### config.mk
export PLATFORM = sky130hd
export DESIGN_NAME = muldiv_seq
export DESIGN_NICKNAME = d
export VERILOG_FILES = /design/src/rtl/muldiv_seq.sv
export SDC_FILE = /design/constraint.sdc
export NUM_CORES = 1
export LEC_CHECK = 0
export CORE_UTILIZATION = 44
export DETAILED_ROUTE_END_ITERATION = 10
export PLACE_DENSITY_LB_ADDON = 0.3
export SLEW_MARGIN = 20
export SYNTH_ARGS = -nofsm -noshare
export SYNTH_HDL_FRONTEND = slang
export SYNTH_SLANG_ARGS = --single-unit
### constraint.sdc
create_clock -name clk -period 2 [get_ports clk]
set_input_delay 0.5 -clock clk [delete_from_list [all_inputs] [get_ports clk]]
set_output_delay 0.5 -clock clk [all_outputs]
set_load 0.02 [all_outputs]
### src/rtl/muldiv_seq.sv
// Sequential 32-bit unsigned multiply/divide that borrows an external ALU one op per cycle.
// Define MULDIV_DIV_EN to build the restoring divider; without it, divide requests complete with zero results.
module muldiv_seq (
  input  logic        clk,
  input  logic        reset_n,
  input  logic        start,
  input  logic        op,
  input  logic [31:0] a,
  input  logic [31:0] b,
  output logic        busy,
  output logic        done,
  output logic [31:0] hi,
  output logic [31:0] lo,
  output logic [2:0]  alu_op,
  output logic [31:0] alu_rs,
  output logic [31:0] alu_rt,
  input  logic [31:0] alu_res
);

`ifdef MULDIV_DIV_EN
  typedef enum logic [2:0] {
    S_IDLE    = 3'd0,
    S_MUL     = 3'd1,
    S_DIV_CMP = 3'd2,
    S_DIV_SUB = 3'd3,
    S_DONE    = 3'd4
  } state_t;
`else
  typedef enum logic [2:0] {
    S_IDLE = 3'd0,
    S_MUL  = 3'd1,
    S_DONE = 3'd4
  } state_t;
`endif

  localparam logic [2:0] ALU_ADD = 3'b010;
  localparam logic [2:0] ALU_SUB = 3'b110;
  localparam logic [2:0] ALU_SLT = 3'b111;

  state_t      state_q, state_d;
  logic [5:0]  cnt_q, cnt_d;
  logic [31:0] hi_q, hi_d;
  logic [31:0] lo_q, lo_d;
  logic [31:0] b_q, b_d;
  logic [31:0] mul_sum;
  logic        mul_carry;
`ifdef MULDIV_DIV_EN
  logic [31:0] t_q, t_d;
  logic        geq_q, geq_d;
  logic [32:0] div_t;
`endif

  always_comb begin
    state_d   = state_q;
    cnt_d     = cnt_q;
    hi_d      = hi_q;
    lo_d      = lo_q;
    b_d       = b_q;
    alu_op    = ALU_ADD;
    alu_rs    = 32'd0;
    alu_rt    = 32'd0;
    mul_sum   = hi_q;
    mul_carry = 1'b0;
`ifdef MULDIV_DIV_EN
    t_d       = t_q;
    geq_d     = geq_q;
    div_t     = {hi_q, lo_q[31]};
`endif
    case (state_q)
      S_IDLE, S_DONE: begin
        if (state_q == S_DONE) state_d = S_IDLE;
        if (start) begin
          b_d   = b;
          cnt_d = 6'd0;
          if (!op) begin
            hi_d    = 32'd0;
            lo_d    = a;
            state_d = S_MUL;
          end else begin
`ifdef MULDIV_DIV_EN
            if (b == 32'd0) begin
              hi_d    = a;
              lo_d    = 32'hFFFF_FFFF;
              state_d = S_DONE;
            end else begin
              hi_d    = 32'd0;
              lo_d    = a;
              state_d = S_DIV_CMP;
            end
`else
            hi_d    = 32'd0;
            lo_d    = 32'd0;
            state_d = S_DONE;
`endif
          end
        end
      end
      S_MUL: begin
        alu_op = ALU_ADD;
        alu_rs = hi_q;
        alu_rt = b_q;
        // The adder carry-out is recovered from unsigned wrap of the sum.
        if (lo_q[0]) begin
          mul_sum   = alu_res;
          mul_carry = (alu_res < hi_q);
        end
        hi_d  = {mul_carry, mul_sum[31:1]};
        lo_d  = {mul_sum[0], lo_q[31:1]};
        cnt_d = cnt_q + 6'd1;
        if (cnt_q == 6'd31) state_d = S_DONE;
      end
`ifdef MULDIV_DIV_EN
      S_DIV_CMP: begin
        alu_op  = ALU_SLT;
        alu_rs  = div_t[31:0];
        alu_rt  = b_q;
        t_d     = div_t[31:0];
        geq_d   = div_t[32] | (alu_res == 32'd0);
        state_d = S_DIV_SUB;
      end
      S_DIV_SUB: begin
        alu_op  = ALU_SUB;
        alu_rs  = t_q;
        alu_rt  = b_q;
        hi_d    = geq_q ? alu_res : t_q;
        lo_d    = {lo_q[30:0], geq_q};
        cnt_d   = cnt_q + 6'd1;
        state_d = (cnt_q == 6'd31) ? S_DONE : S_DIV_CMP;
      end
`endif
      default: state_d = S_IDLE;
    endcase
  end

  always_ff @(posedge clk) begin
    if (!reset_n) begin
      state_q <= S_IDLE;
      cnt_q   <= 6'd0;
      hi_q    <= 32'd0;
      lo_q    <= 32'd0;
      b_q     <= 32'd0;
`ifdef MULDIV_DIV_EN
      t_q     <= 32'd0;
      geq_q   <= 1'b0;
`endif
    end else begin
      state_q <= state_d;
      cnt_q   <= cnt_d;
      hi_q    <= hi_d;
      lo_q    <= lo_d;
      b_q     <= b_d;
`ifdef MULDIV_DIV_EN
      t_q     <= t_d;
      geq_q   <= geq_d;
`endif
    end
  end

`ifdef MULDIV_DIV_EN
  assign busy = (state_q == S_MUL) || (state_q == S_DIV_CMP) || (state_q == S_DIV_SUB);
`else
  assign busy = (state_q == S_MUL);
`endif
  assign done = (state_q == S_DONE);
  assign hi   = hi_q;
  assign lo   = lo_q;

endmodule

Yosys cells after proc, flatten, opt, wreduce, memory -nomap -nowiden
Index checks and enable logic that the tools add are counted.

cells by class
  equality and inequality tests = 6
  $add $sub $neg = 1
  muxes and demuxes = 16
  reduce and logical (&&, ||, !) cells = 6
  $lt $le $gt $ge = 1

operator list
  kind                 number
  $mux 32              6
  $pmux 32 s2          2
  $lt 32x32->1         1
  $mux 3               4
  $pmux 6 s2           1
  $add 6x1->6 const B  1
  $eq 6x5->1 const B   1
  $mux 6               1
  $pmux 3 s2           1
  $reduce_and 2->1     3
  $eq 3x1->1 const B   1
  $eq 3x3->1 const B   1
  $logic_not 3->1      1
  $ne 3x3->1 const B   1
  $ne 2x1->1 const B   1
  $ne 2x2->1 const B   1
  $reduce_bool 2->1    1
  $reduce_or 2->1      1
  $mux 1               1

storage, ports and cells
  logic and storage cells = 35
  output and inout port bits = 133
  flip-flop bits (word level) = 105

Depth between registers and ports, before layout
  depth in word-level cells = 4
  depth in mapped cells = 7
  depth with buffers taken out = 7

Least setup slack after synthesis
No wires, ideal clock.

  path type = flip-flop to output port
  from = register state_q[2]
  to = output port alu_rt[22]
  stages on the path, launching flop included = 6
  data arrival time = 1.247 ns
  setup slack = 0.253 ns
  cells stage by stage = dfxtp_1 nand2b_1 buf_6 clkinv_4 clkbuf_1 and2_1

between the ends
  longest elaborated chain between the ends = 2

ends and longest elaborated chain
  what                    RTL line  source
  start, declared         40        state_t state_q, state_d;
  start signal, assigned  147       state_q <= state_d;
  $eq 3x1->1              -
  via busy                10        output logic busy,
  $mux 32                 69        case (state_q)
  end, declared           16        output logic [31:0] alu_rt,

The timed path passes the listed nets, and every way through them passes these cells.

Final worst setup path
  from = register state_q[2]
  to = output port alu_rs[2]

between the ends
  longest elaborated chain between the ends = 2

ends and longest elaborated chain
  what           RTL line  source
  $eq 3x1->1     69
  $mux 32        69
  end, declared  15        output logic [31:0] alu_rs,

No other way between the ends.

==> results.cfg <==
[status]
outcome = finished clean

[layout]
fill_cells = 1160
nets = 1078
n_antenna_cell = 0
instances_no_fill = 1122
regArea_um2 = 2080
area_growth_pct = 44.6
multi_input_area_um2 = 3360
drive_gt1_share_pct = 12.2
final_util_pct = 66.4

[pwr]
clockPowerShare_pct = 35.7
power.density_nw_per_um2 = 622
switching_share_pct = 25.9
combinationalPowerShare_pct = 21.9
leakagePower_nw = 3.57
p_sw_w = 0.00137
internal_power_w = 0.00393
max-vdd-ir-drop_mv = 0.420
design_power_total_w = 0.00530
seq_power_share_pct = 42.4

[cts]
cts_made_buffers = 9
clkTransAtPathRegs_ns = 0.07
hold_buffers = 0
cts_root_buffer = clkbuf_16
cts_sinks = 104
clk_latency_ns = 0.34
cts_tree = done
cts_max_level = 3
cts_buffer_depth = 2

[timing]
slew_viol_final = 0
final_hold_viol_count = 0
fin_skew_ns = 0.00612
period_share_pct = 97.8
rsz0062_at_grt = no
finalSetupViolCount = 0
fin_crit_ns = 1.96
max_freq_ghz = 0.511
setup_tns_ns = 0

[critical_path]
cp_cell_sequence = nand2b_4 > buf_12 > nor2_1 > clkdlybuf4s15_2
cp_slowest_cell = dfxtp_2
slowest_delay_ns = 0.32
cp_max_fo = 31
rrSetupSlack_ns = 0.24
crit_type = reg2out
worst-path-stages = 4
cp_top_family = buffers and inverters
path_buf_inv = 2
required_ns = 1.50
end_kind = output pin
cp_data_arrival_time_ns = 1.46
crit_path_start_kind = flop
reg2reg_depth = 7

[detailed_routing]
drt_iter0_drc = 295
viasPerCell = 5.08
wirelength_um = 15900
drt_pass1_iterations = 6
drc = 0
avgRoutedWirePerCell_um = 14.2
vias = 5698
postRouteAntennaNets = 0

[min_path]
hp-class = reg2reg
hold_depth = 2

[die]
std_cell_rows = 41
io_pins = 233
core_um2 = 12800
die_height_um = 118
die_area_um2 = 13800
die_x_um = 118
initial_core_util_pct = 45.9

[grt]
grt_max_degree = 53
track_usage_pct = 23.0
grt-ovfl-total = 0
grt_pass1_wl_um = 26600
antenna_found_initial = 0
first_global_vias = 5369

[place]
routabilityCongestion = 0.820
dp_cells = 1105
port_buffers = 229
hpwl_um = 11500

[synthesis]
ys_ff_latch = 104
yosys.area.top_type_share_pct = 35.4
synthCells = 726
seq_area_frac_synth_pct = 35.4
synth.avg_cell_area_um2 = 8.11
ys_top_cells_by_area = dfxtp_1 (35%), nand2_1 (6.9%), ha_1 (6.8%)
yosys.area.top_type = dfxtp_1
syn-cell-area_um2 = 5890
yosysWarnings = 0
yosys.cell_types.count = 44

[flow_run]
cap_violations = 0
[routing by layer]
layer	vias to the layer above	track usage [%]	routed length [µm]
met2	192	38.1	7450
met1	2609	28.9	7060
met5	-	0	0
met3	25	5.77	1050
met4	0	8.33	344
li1	2872	-	-
[logic make-up after synthesis]
group,after synthesis,synth area share [%]
other,2,0.128
AND/OR/NAND/NOR,335,28.3
flip-flops,104,35.4
adder cells (fa/ha/maj),32,6.80
AO/OA/AOI/OAI,131,16.0
buffers and inverters,89,7.78
multiplexers,33,5.61
[cells in the mapped netlist (all sizes together)]
cell / n
a2111o: 1
a211oi: 3
a21boi: 34
a21o: 1
a21oi: 46
a22oi: 2
a32oi: 1
and2: 36
and2b: 1
and3: 1
buf: 34
clkbuf: 23
clkinv: 1
conb: 2
dfxtp: 104
ha: 32
inv: 31
mux2i: 33
nand2: 108
nand2b: 3
nand3: 37
nand3b: 33
nand4: 5
nand4b: 1
nor2: 70
nor2b: 36
nor3: 2
nor4: 2
o211a: 31
o211ai: 3
o21a: 1
o21ai: 6
o221a: 1
o22ai: 1
[cell usage in the layout (no fill, tap or decap), types with 5 or more instances in the layout]
master and n:
dfxtp_1 102, a21boi_1 31, clkdlybuf4s50_1 162, ha_1 32
buf_12 7, nand4_1 5, nand2_1 108, o21ai_0 5
clkbuf_2 24, nor2b_1 36, nand3_1 37, buf_4 28
buf_2 29, nor2_1 68, and2_1 36, o211a_1 31
a21oi_1 45, nand3b_1 33, mux2i_1 33, clkdlybuf4s15_1 8
clkbuf_16 9, inv_1 31
[registers in the layout (all words and copies together), names as in the netlist]
signal,count
b_q,32
cnt_q,6
hi,32
lo,32
state_q,2
[worst paths after layout]
kind                    endpoint               startpoint
max                    alu_rs[2]  state_q[2]$_SDFFE_PN0P_
min          b_q[7]$_SDFFE_PN0P_      b_q[7]$_SDFFE_PN0P_
max reg2reg  hi[31]$_SDFFE_PN0P_      hi[14]$_SDFFE_PN0P_
min reg2reg  b_q[7]$_SDFFE_PN0P_      b_q[7]$_SDFFE_PN0P_
[worst register-to-register path, delay by kind of cell, from the launching register on]
kind,cells,cell delay [ns]
flops,1,0.39
compound gates,3,0.42
simple gates,2,0.43
buf+inv,1,0.08
fa+ha+maj,1,0.32
[power groups by stage]
stage | sequential (W) | combinational [W] | clock, W
floorplan | 0.00235 | 0.000576 | 0
global placement | 0.00229 | 0.00114 | 0
finish | 0.00225 | 0.00116 | 0.00189
CTS | 0.00225 | 0.00116 | 0.00195
detailed placement | 0.00229 | 0.00115 | 0
global route | 0.00226 | 0.00126 | 0.00202
[repair_timing]
item,CTS,global route
resized for setup,166,59
setup endpoints to repair,66,48
setup buffers,1,0
gates cloned,1,0
[through the flow]
step	hold WS, ns	cell area [µm²]	worst slack [ns]
finish	0.447	8510	0.0439
global route	0.468	8510	0.00444
CTS	0.451	8580	-0.0982
detailed placement	0.442	8400	-0.180
global placement	0.436	8400	-0.173
floorplan	0.430	5890	0.253
[final cells by class]
| cell class | instances | area share, % |
|---|---|---|
| clock buffers | 12 | 3.01 |
| clock inverters | 3 | 0.764 |
| inverters | 32 | 1.56 |
| multi-input cells | 534 | 39.5 |
| flip-flops and latches | 104 | 24.5 |
| well taps | 172 | 2.53 |
| repair buffers | 264 | 28.0 |
| repair inverters | 1 | 0.191 |
(Power assumes the default switching activity.)
